===== config.mk =====
export PLATFORM = sky130hd
export DESIGN_NAME = draw_sprite
export DESIGN_NICKNAME = d
export VERILOG_FILES = /design/src/rtl/draw_sprite.sv
export SDC_FILE = /design/constraint.sdc
export NUM_CORES = 1
export LEC_CHECK = 0
export ABC_AREA = 1
export BUFFER_PORTS_ARGS = -buffer_cell sky130_fd_sc_hd__buf_2
export CAP_MARGIN = 0
export CORE_ASPECT_RATIO = 0.8
export CORE_MARGIN = 3
export CORE_UTILIZATION = 30
export CTS_CLUSTER_SIZE = 28
export DETAILED_ROUTE_END_ITERATION = 8
export GPL_TIMING_DRIVEN = 1
export SYNTH_ARGS = -nofsm -noshare
export SYNTH_HDL_FRONTEND = slang
export SYNTH_SLANG_ARGS = --single-unit
export TNS_END_PERCENT = 10

===== constraint.sdc =====
create_clock -name pclk -period 3.9 [get_ports pclk]
set_input_delay 0 -clock pclk [delete_from_list [all_inputs] [get_ports pclk]]
set_output_delay 0 -clock pclk [all_outputs]
set_load 0.01 [all_outputs]

===== src/rtl/draw_sprite.sv =====
// rtl/draw_sprite.sv - textured sprite overlay stage for the VGA draw chain
//
// Overlays a 2^WIDTH_LOG2 x 2^HEIGHT_LOG2 texture, fetched from an external
// synchronous ROM, onto the incoming VGA timing/colour bus. Supports integer
// scaling (2^scale), X/Y mirroring and a transparent colour key. Position and
// mode inputs are latched once per frame on the vblnk_in rising edge.
//
// Ports:
//   pclk, rst                 pixel clock, asynchronous active-low reset
//   hcount_in .. rgb_in       upstream timing and colour
//   xpos, ypos                sprite top-left corner in screen pixels
//   scale                     magnification 2^scale
//   mirror_x, mirror_y        texture flips
//   enable                    sprite visible
//   rgb_pixel                 ROM data, ROM_LAT cycles after pixel_addr
//   pixel_addr                ROM address {v,u}
//   hcount_out .. rgb_out     timing and composited colour, ROM_LAT+2 cycles late
//   hit                       opaque texel drawn on this output pixel
module draw_sprite #(
  parameter int          WIDTH_LOG2  = 6,
  parameter int          HEIGHT_LOG2 = 6,
  parameter int          ROM_LAT     = 1,
  parameter bit          TRANSP_EN   = 1'b1,
  parameter logic [11:0] TRANSP_RGB  = 12'h0FF
) (
  input  logic                              pclk,
  input  logic                              rst,
  input  logic [10:0]                       hcount_in,
  input  logic                              hsync_in,
  input  logic                              hblnk_in,
  input  logic [10:0]                       vcount_in,
  input  logic                              vsync_in,
  input  logic                              vblnk_in,
  input  logic [11:0]                       rgb_in,
  input  logic [11:0]                       xpos,
  input  logic [11:0]                       ypos,
  input  logic [1:0]                        scale,
  input  logic                              mirror_x,
  input  logic                              mirror_y,
  input  logic                              enable,
  input  logic [11:0]                       rgb_pixel,
  output logic [HEIGHT_LOG2+WIDTH_LOG2-1:0] pixel_addr,
  output logic [10:0]                       hcount_out,
  output logic                              hsync_out,
  output logic                              hblnk_out,
  output logic [10:0]                       vcount_out,
  output logic                              vsync_out,
  output logic                              vblnk_out,
  output logic [11:0]                       rgb_out,
  output logic                              hit
);

  // Delay-line word: {hcount, hsync, hblnk, vcount, vsync, vblnk, rgb, in_rect}
  localparam int DW    = 39;
  localparam int DEPTH = ROM_LAT + 1;

  // ---------------------------------------------------------------------------
  // Frame-synchronous shadow registers
  // ---------------------------------------------------------------------------
  logic        vblnk_q;
  logic [11:0] xs;
  logic [11:0] ys;
  logic [1:0]  scale_s;
  logic        mirror_x_s;
  logic        mirror_y_s;
  logic        enable_s;

  always_ff @(posedge pclk or negedge rst) begin
    if (!rst) begin
      vblnk_q    <= 1'b0;
      xs         <= '0;
      ys         <= '0;
      scale_s    <= '0;
      mirror_x_s <= 1'b0;
      mirror_y_s <= 1'b0;
      enable_s   <= 1'b0;
    end else begin
      vblnk_q <= vblnk_in;
      if (vblnk_in && !vblnk_q) begin
        xs         <= xpos;
        ys         <= ypos;
        scale_s    <= scale;
        mirror_x_s <= mirror_x;
        mirror_y_s <= mirror_y;
        enable_s   <= enable;
      end
    end
  end

  // ---------------------------------------------------------------------------
  // Stage 0: hit test and texel coordinates
  // ---------------------------------------------------------------------------
  logic [12:0]            dx;
  logic [12:0]            dy;
  logic [12:0]            ext_w;
  logic [12:0]            ext_h;
  logic                   in_rect;
  logic [WIDTH_LOG2-1:0]  u;
  logic [HEIGHT_LOG2-1:0] v;

  always_comb begin
    dx    = {2'b00, hcount_in} - {1'b0, xs};
    dy    = {2'b00, vcount_in} - {1'b0, ys};
    ext_w = 13'(1 << WIDTH_LOG2) << scale_s;
    ext_h = 13'(1 << HEIGHT_LOG2) << scale_s;
    // 13-bit compares: a sprite hanging past the 11-bit screen edge just clips,
    // and xs >= 2048 can never satisfy hcount >= xs.
    in_rect = enable_s
           && ({2'b00, hcount_in} >= {1'b0, xs}) && (dx < ext_w)
           && ({2'b00, vcount_in} >= {1'b0, ys}) && (dy < ext_h)
           && !hblnk_in && !vblnk_in;
    u = WIDTH_LOG2'(dx >> scale_s);
    v = HEIGHT_LOG2'(dy >> scale_s);
    // Bitwise inversion is (2^N - 1 - n) for an N-bit coordinate.
    if (mirror_x_s) u = ~u;
    if (mirror_y_s) v = ~v;
  end

  // ---------------------------------------------------------------------------
  // Stage 1 address register and ROM-latency-matched delay line
  // ---------------------------------------------------------------------------
  logic [DW-1:0] dl [DEPTH];

  always_ff @(posedge pclk or negedge rst) begin
    if (!rst) begin
      pixel_addr <= '0;
      for (int i = 0; i < DEPTH; i++) dl[i] <= '0;
    end else begin
      pixel_addr <= in_rect ? {v, u} : '0;
      dl[0] <= {hcount_in, hsync_in, hblnk_in, vcount_in, vsync_in, vblnk_in,
                rgb_in, in_rect};
      for (int i = 1; i < DEPTH; i++) dl[i] <= dl[i-1];
    end
  end

  logic [10:0] hcount_d;
  logic        hsync_d;
  logic        hblnk_d;
  logic [10:0] vcount_d;
  logic        vsync_d;
  logic        vblnk_d;
  logic [11:0] rgb_d;
  logic        in_rect_d;

  assign {hcount_d, hsync_d, hblnk_d, vcount_d, vsync_d, vblnk_d, rgb_d, in_rect_d}
    = dl[DEPTH-1];

  // ---------------------------------------------------------------------------
  // Composite and output register
  // ---------------------------------------------------------------------------
  logic draw;

  assign draw = in_rect_d && !(TRANSP_EN && (rgb_pixel == TRANSP_RGB));

  always_ff @(posedge pclk or negedge rst) begin
    if (!rst) begin
      hcount_out <= '0;
      hsync_out  <= 1'b0;
      hblnk_out  <= 1'b0;
      vcount_out <= '0;
      vsync_out  <= 1'b0;
      vblnk_out  <= 1'b0;
      rgb_out    <= '0;
      hit        <= 1'b0;
    end else begin
      hcount_out <= hcount_d;
      hsync_out  <= hsync_d;
      hblnk_out  <= hblnk_d;
      vcount_out <= vcount_d;
      vsync_out  <= vsync_d;
      vblnk_out  <= vblnk_d;
      rgb_out    <= draw ? rgb_pixel : rgb_d;
      hit        <= draw;
    end
  end

endmodule


==> results.toml, run 1 <==
[worst_setup_path]
cp_top_family = "simple AND/OR/NAND/NOR gates"
crit_end = "pixel_addr[0]$_DFF_PN0_"
cpMaxStageDelayCell = "fa_1"
cp_slowest_stage_delay_ps = 400
startpoint_type = "register"
worstReg2RegEnd = "pixel_addr[0]$_DFF_PN0_"
critPathMaxFanout = 13
path_depth = 21
cp_num_buf_inv = 2
reg2reg_depth = 21
path_class = "register to register"
crit_top_cell = "nand2_1"
crit_chain = "ha_1, inv_1, fa_1, nand3_1, nand2_1, a21oi_1, nand2_1, nand2_1, inv_1, ha_1, o21ai_0, nand2_1, nand2_1, nand2_1, nand2_1, nand3_1, nor2_2, nand3_2, nor2_2, nand4_2, nor2_1"
worst_setup_path_end_kind = "register"
reg2reg_slack_ps = 570
startpoint = "ys[0]$_DFFE_PN0P_"
cp.required_ps = 4230
cp.arrival_ps = 3660
r2r-start = "ys[0]$_DFFE_PN0P_"

[timing]
tightest_slew_ps = 1040
finalSetupTns_ps = 0
rsz0062_at_grt = "no"
period_minus_slack_ps = 3330
hold_viol_final = 0
setup-violations-final = 0
whs_ps = 126
relSlewSlack_pct = 30.6
report.final.slew_viol_count = 0
clock_skew_ps = 10.0
clock.fmax_mhz = 300
finalCritPeriodShare_pct = 85.4

[clock_network]
cts_made_buffers = 17
post-cts-setup-buffers = 0
clk_pin_slew_worst_paths_ps = 70
cts_tree = "done"
htree_levels = 4
clockRootBuffer = "clkbuf_16"
cts_buffer_depth = 2
numClockSinks = 158
clock_latency_ps = 420

[flow_run]
max_cap_viol_count = 0

[placed_design]
io_buffers = 131
dp_hpwl_um = 10100
gp_congestion = 0.844

[floorplan]
die_h_um = 136
coreArea_um2 = 20800
rows = 47
dieArea_um2 = 23000
ios = 132
start_util_pct = 30.7
die_w_um = 169

[layout]
nets = 957
insertedDiodeCount = 0
final_cell_mix = "dfrtp_1 (158), nand2_1 (133), buf_2 (130), inv_1 (80), dlygate4sd3_1 (80)"
drive_gt1_share_pct = 21.9
postLayoutCoreUtil_pct = 42.0
synthToLayoutAreaGrowth_pct = 37.0
layout_commonest_cell = "dfrtp_1"

[synth]
yosys.area_share.simple_pct = 16.5
yosys_register_bits = 158
synth_nets = 740
synth_compound_area_share_pct = 6.62
ys_warn_count = 0
post_synth.cell_area_avg_um2 = 10.2
synth_top_family_by_area = "simple AND/OR/NAND/NOR gates"
synth_cell_type_count = 33
yosys.area_share.adder_pct = 6.53
synth-xor-area-share_pct = 1.79
synthCells = 627
seq_area_frac_synth_pct = 62.1
synthMuxAreaShare_pct = 0.708
synth_area_um2 = 6360

[detailed_routing]
drc = 0
postRouteAntennaNets = 0
dr.first_iter.drc_count = 239
vias_per_cell = 4.26
vias = 4798
drt_wl_total_um = 14200
firstDrtPassIters = 4
wl_per_cell_um = 12.6

[grt]
grt_pass1_wl_um = 24100
grt_usage_pct = 13.3
grt_pass1_vias = 4849
grt-ovfl-total = 0
antenna_found_initial = 0
grt_max_degree = 90

[pwr]
powerDensity_nw_per_um2 = 484
leakagePower_nw = 4.51
ir_worst_vdd_mv = 0.261

[run_status]
status = "complete, no violations"

[min_path]
hp-class = "input pin to async pin"
through the flow:
stage               total power, mW  area (um2)  setup WS, ps  instances
finish                         4.22        8720           569       1126
global route                   4.49        8720           251       1126
CTS                            4.29        8720           537       1126
detailed placement             2.53        7330           580       1014
global placement               2.52        7330           742       1014
floorplan                      2.31        6360          1130        627
worst reg2reg max path, delay by kind of cell (launching register included):
family | cells | cell delay (ps)
buffers and inverters | 2 | 130
AO/OA/AOI/OAI | 2 | 340
flip-flops | 1 | 350
adder cells (fa/ha/maj) | 3 | 850
AND/OR/NAND/NOR | 14 | 1570
area by class of cell:
type,instances,area (um2)
clock buffers,19,453
clock inverters,13,140
fillers,2000,12000
inverters,82,308
multi-input cells,373,2050
flip-flops and latches,158,3950
well taps,269,337
repair buffers,212,1480
state kept, by name, summed over array words and instances (netlist names), 2 cells and up:
signal / count
ys: 12
pixel_addr: 12
scale_s: 2
dl: 78
vcount_out: 11
hcount_out: 11
xs: 12
rgb_out: 12
power breakdown:
part           leakage (nW)  switching [mW]  internal, mW  total [mW]
clock network         0.288           0.722         0.941        1.66
logic                  2.37           0.464         0.320       0.784
registers              1.86          0.0392          1.74        1.77
total                  4.51            1.23          3.00        4.22
kinds of logic after synthesis:
| group | count (synthesis) |
|---|---|
| multiplexers | 4 |
| AND/OR/NAND/NOR | 246 |
| flip-flops | 158 |
| AO/OA/AOI/OAI | 78 |
| buffers and inverters | 96 |
| XOR/XNOR | 13 |
| adder cells (fa/ha/maj) | 32 |
how the worst min path moves through the flow:
stage | to | slack [ps] | cells after the start
after floorplan | dl[0]$_DFF_PN0_ | -300 | 0
after global placement | hsync_out$_DFF_PN0_ | 50 | 1
after detailed placement | vsync_out$_DFF_PN0_ | 60 | 1
after CTS | vsync_out$_DFF_PN0_ | 170 | 2
after global routing | dl[14]$_DFF_PN0_ | 190 | 2
final | vsync_out$_DFF_PN0_ | 130 | 2
cell usage after synthesis, drive strengths merged:
library cell,number,area (um2)
dfrtp,158,3950
nand2,134,503
xnor2,1,8.76
nor3,2,15.0
o211ai,1,12.5
nand3,39,200
buf,1,11.3
and3,1,6.26
o21ai,27,139
xor2,12,105
a22oi,3,22.5
nand4,4,31.3
fa,2,40.0
o31ai,1,7.51
nor4,3,18.8
nand3b,1,7.51
nor2,60,253
a21oi,43,219
o21bai,2,15.0
a31oi,1,6.26
inv,82,308
or2,2,12.5
mux2,4,45.0
ha,30,375
clkbuf,13,48.8
per-layer routing:
metal  wire [um]  part of all wire [%]  vias up  track usage, %
met5           0                     0        -               0
met4         182                   1.3        0            4.18
met3         954                   6.7       17            3.95
met2        6110                    43      124            20.0
met1        6980                    49     2233            18.5
li1            -                     -     2424               -
repair_timing:
item | in CTS | in global routing
endpoints found under the hold margin | 148 | 0
resized for setup | 0 | 0
hold buffers | 80 | 0
Note: power is estimated with default switching activity, not from simulation.
==> run 2, diff against run 1 <==
--- a/config.mk
+++ b/config.mk
@@ -6,7 +6,7 @@
 export NUM_CORES = 1
 export LEC_CHECK = 0
 export ABC_AREA = 1
-export BUFFER_PORTS_ARGS = -buffer_cell sky130_fd_sc_hd__buf_2
+export BUFFER_PORTS_ARGS = -buffer_cell sky130_fd_sc_hd__buf_4
 export CAP_MARGIN = 0
 export CORE_ASPECT_RATIO = 0.8
 export CORE_MARGIN = 3
==> run 2 against run 1 <==
Effect of this change: flip-flop and latch count is the same; count of clock-buffer cells in the layout is 2 lower; register-to-register slack better by 30 ps; critical endpoint unchanged; global-route usage increased by 0.25 points; wire length rose by 2.6%; via count decreased by 0.19%; worst setup slack better by 34 ps.
==> results.toml, run 2 (synthesis gave the netlist of run 1 again) <==
[run_status]
status = "complete, no violations"

[floorplan]
coreArea_um2 = 20800
dieArea_um2 = 23000
start_util_pct = 30.7
rows = 47
die_w_um = 169
ios = 132
die_h_um = 136

[worst_setup_path]
cp.required_ps = 4240
path_class = "register to register"
critPathMaxFanout = 13
startpoint_type = "register"
cp.arrival_ps = 3630
worst_setup_path_end_kind = "register"

[layout]
layout.cells.non_filler = 1127
top_register = "dl"
design_area_um2 = 9040
nets = 958
largest_reg_flops = 78
regArea_um2 = 3950
postLayoutCoreUtil_pct = 43.5
multi_input_area_um2 = 2050
insertedDiodeCount = 0
final_cell_mix = "dfrtp_1 (158), nand2_1 (133), buf_4 (132), inv_1 (80), dlygate4sd3_1 (80)"
synthToLayoutAreaGrowth_pct = 42.0
drive_gt1_share_pct = 22.0
layout_commonest_cell = "dfrtp_1"
fillerInstances = 2025

[placed_design]
dp.cells = 1015
gp_congestion = 0.835
placed_area_um2 = 7650
dp_hpwl_um = 10300
io_buffers = 131

[clock_network]
clk_pin_slew_worst_paths_ps = 70
htree_levels = 4
post-cts-setup-buffers = 0
cts_tree = "done"
clockRootBuffer = "clkbuf_16"
numClockSinks = 158
hold_buffers = 80
cts_resized = 0
clock_latency_ps = 430
cts_buffer_depth = 2
cts_made_buffers = 17

[timing]
period_minus_slack_ps = 3300
rsz0062_at_grt = "no"
finalSetupTns_ps = 0
relSlewSlack_pct = 31.7
hold_viol_final = 0
finalCritPeriodShare_pct = 84.5
clock_skew_ps = 9.62
setup-violations-final = 0
report.final.slew_viol_count = 0
tightest_slew_ps = 1020
clock.fmax_mhz = 303

[detailed_routing]
firstDrtPassIters = 4
postRouteAntennaNets = 0
vias_per_cell = 4.25
drc = 0
vias = 4789
drt_wl_total_um = 14600
wl_per_cell_um = 13.0
dr.first_iter.drc_count = 208

[grt]
grt_usage_pct = 13.5
grt-ovfl-total = 0
grt_pass1_wl_um = 24400
grt_pass1_vias = 4872
antenna_found_initial = 0
grt_max_degree = 104

[flow_run]
max_cap_viol_count = 0

[pwr]
powerDensity_nw_per_um2 = 468
leakagePower_nw = 4.62
ir_worst_vdd_mv = 0.253

[min_path]
hp-class = "input pin to register"
[run 2: cell types whose count changed in the layout (fill, tap and decap cells not counted), moves of 2 or more]
| cell | before | now |
|---|---|---|
| clkbuf_8 | 2 | 0 |
| inv_8 | 3 | 6 |
| clkinvlp_4 | 2 | 0 |
| clkinv_8 | 0 | 3 |
| clkinv_4 | 0 | 2 |
| buf_2 | 130 | 0 |
| inv_6 | 7 | 3 |
| buf_4 | 0 | 132 |
[run 2: per-stage QoR]
step | hold slack, ps | worst slack [ps] | power [mW]
3_3_place_gp | 110 | 731 | 2.56
6_report | 230 | 603 | 4.23
3_5_place_dp | 111 | 626 | 2.57
5_1_grt | 216 | 201 | 4.51
2_1_floorplan | -296 | 1130 | 2.31
4_1_cts | 212 | 593 | 4.30
[run 2: worst paths after layout]
path	startpoint	end	slack (ps)	cells past startpoint
worst max-delay path	ys[0]$_DFFE_PN0P_	pixel_addr[0]$_DFF_PN0_	600	21
min in group asynchronous	rst	hsync_out$_DFF_PN0_	240	2
worst min-delay path	rgb_in[11]	dl[51]$_DFF_PN0_	230	2
worst min register to register	dl[30]$_DFF_PN0_	hcount_out[2]$_DFF_PN0_	340	0
max in group asynchronous	rst	dl[11]$_DFF_PN0_	2640	3
worst max register to register	ys[0]$_DFFE_PN0P_	pixel_addr[0]$_DFF_PN0_	600	21
[run 2: area by class of cell]
class	instances	area share [%]
clock inverters	15	1.83
multi-input cells	373	22.6
well taps	269	3.72
repair buffers	213	20.0
clock buffers	17	4.71
flip-flops and latches	158	43.7
inverters	82	3.41
[run 2: per-layer routing]
metal | vias up | share of wire [%] | global-route usage (%)
met1 | 2231 | 49 | 18.8
li1 | 2425 | - | -
met5 | - | 0 | 0
met3 | 15 | 5.9 | 3.84
met2 | 118 | 43 | 20.5
met4 | 0 | 1.3 | 4.45
[run 2: where the power goes]
group	internal (mW)	total (mW)	switching (mW)	leakage (nW)
sequential	1.74	1.78	0.0421	1.86
clock	0.863	1.63	0.770	0.292
combinational	0.351	0.817	0.465	2.47
total	2.95	4.23	1.28	4.62
[run 2: worst max-delay path: stages, from the launching register on]
cell	delay (ps)
dfrtp_1	350
ha_1	190
inv_1	80
fa_1	400
nand3_1	80
nand2_1	100
a21oi_1	190
nand2_1	90
nand2_1	90
inv_1	50
ha_1	250
o21ai_0	150
nand2_1	70
nand2_1	50
nand2_1	40
nand2_1	50
nand3_1	80
nor2_2	100
nand3_2	70
nor2_2	90
nand4_2	400
nor2_1	230
==> run 3, diff against run 2 <==
==> constraint.sdc (replaced) <==
create_clock -name pclk -period 2.65 [get_ports pclk]
set_input_delay 0 -clock pclk [delete_from_list [all_inputs] [get_ports pclk]]
set_output_delay 0 -clock pclk [all_outputs]
set_load 0.01 [all_outputs]
==> run 3 against run 2 <==
Effect of this change: the run now ends with setup timing left; register-to-register slack lost 770 ps; non-clock buffer count grew 37; critical endpoint is now pixel_addr[1]$_DFF_PN0_; clock skew grew 5.2 ps.
==> results.toml, run 3 (synthesis gave the netlist of run 1 again) <==
[detailed_routing]
postRouteAntennaNets = 0
dr.first_iter.drc_count = 242
drc = 0
firstDrtPassIters = 4
vias = 4819
vias_per_cell = 4.14
wl_per_cell_um = 12.6
drt_wl_total_um = 14700

[grt]
grt_pass1_wl_um = 24300
grt_usage_pct = 13.5
antenna_found_initial = 0
grt_pass1_vias = 4832
grt-ovfl-total = 0
grt_max_degree = 83

[worst_setup_path]
cp.arrival_ps = 3170
critPathMaxFanout = 13
worst_setup_path_end_kind = "register"
path_class = "register to register"
startpoint_type = "register"
cp.required_ps = 3010

[run_status]
violations = "setup timing"
status = "finished, violations left"

[floorplan]
die_w_um = 169
start_util_pct = 30.7
dieArea_um2 = 23000
rows = 47
ios = 132
coreArea_um2 = 20800
die_h_um = 136

[clock_network]
cts_buffer_depth = 2
numClockSinks = 158
cts_made_buffers = 17
htree_levels = 4
post-cts-setup-buffers = 0
clk_pin_slew_worst_paths_ps = 70
cts_tree = "done"
clock_latency_ps = 440
clockRootBuffer = "clkbuf_16"

[layout]
layout.cells.non_filler = 1164
nets = 995
drive_gt1_share_pct = 26.4
final_cell_mix = "buf_4 (167), dfrtp_1 (158), nand2_1 (132), dlygate4sd3_1 (80), inv_1 (79)"
layout_commonest_cell = "buf_4"
synthToLayoutAreaGrowth_pct = 47.5
largest_reg_flops = 78
top_register = "dl"
insertedDiodeCount = 0

[timing]
clock_skew_ps = 14.8
fin_ws_ps = -166
rsz0062_at_grt = "yes"
tightest_slew_ps = 855
period_minus_slack_ps = 2820
clock.fmax_mhz = 355
finalCritPeriodShare_pct = 106
setup-violations-final = 13
relSlewSlack_pct = 42.8
hold_viol_final = 0
report.final.slew_viol_count = 0
whs_ps = 39.1

[pwr]
leakagePower_nw = 4.80
ir_worst_vdd_mv = 0.328
powerDensity_nw_per_um2 = 681

[placed_design]
gp_congestion = 0.818
io_buffers = 131
dp_hpwl_um = 10600
post-place-ws_ps = -197
dp.cells = 1052

[min_path]
hp-class = "input pin to async pin"

[flow_run]
max_cap_viol_count = 0
==> run 3: layer usage <==
layer / up-vias / share of wire (%) / GRT usage (%) / wire (um)
li1: 2498 / - / - / -
met1: 2193 / 52 / 19.3 / 7580
met2: 123 / 42 / 20.0 / 6200
met3: 5 / 5.6 / 4.01 / 817
met4: 0 / 0.62 / 3.54 / 91
met5: - / 0 / 0 / 0
==> run 3: worst max-delay path, cell delays in order (launching register included) <==
cell,delay (ps)
dfrtp_1,370
inv_1,70
ha_1,250
a21oi_1,210
o21ai_2,120
nand2_1,90
nand2_1,70
nand2_1,90
o21ai_1,70
xor2_1,160
ha_1,180
nand3b_1,140
nor3_1,200
nand3_2,100
nor2_2,90
nand3_2,60
nor2_2,90
nand4_2,100
buf_12,180
nor2_2,90
==> run 3: final timing paths <==
check | start | endpoint | slack (ps) | depth (start not counted)
worst max-delay path | ys[2]$_DFFE_PN0P_ | pixel_addr[1]$_DFF_PN0_ | -170 | 19
worst min-delay path | rst | vsync_out$_DFF_PN0_ | 40 | 2
worst max register to register | ys[2]$_DFFE_PN0P_ | pixel_addr[1]$_DFF_PN0_ | -170 | 19
worst min register to register | dl[47]$_DFF_PN0_ | dl[8]$_DFF_PN0_ | 340 | 0
max in group asynchronous | rst | dl[29]$_DFF_PN0_ | 1760 | 3
min in group pclk | hcount_in[0] | pixel_addr[0]$_DFF_PN0_ | 200 | 7
==> run 3: timing repair <==
item / CTS / global route
gates cloned: 0 / 0
hold endpoints to repair: 202 / 0
gates resized for setup: 2 / 5
setup endpoints to repair: 13 / 13
hold buffers: 80 / 0
==> run 3: layout make-up <==
cell class | count | area (um2)
Fill cell | 1980 | 11400
Clock inverter | 15 | 173
Tap cell | 269 | 337
Multi-Input combinational cell | 373 | 2080
Timing Repair Buffer | 250 | 2110
Sequential cell | 158 | 3950
Clock buffer | 17 | 425
Inverter | 82 | 308
==> run 3: report_power, final <==
group | leakage [nW] | switching [mW] | internal [mW]
logic | 2.65 | 0.726 | 0.624
clock network | 0.289 | 1.16 | 1.27
registers | 1.86 | 0.0562 | 2.55
total | 4.80 | 1.94 | 4.45
==> run 3: per-stage QoR <==
step	setup TNS (ps)	total power, mW	instance area (um2)	utilization (%)
2_1_floorplan	-156	3.41	6380	-
3_3_place_gp	-1300	3.89	7970	38.4
3_5_place_dp	-2070	3.91	7970	38.4
4_1_cts	-2190	6.46	9370	45.1
5_1_grt	-5780	6.80	9390	45.2
6_report	-1820	6.39	9390	45.2
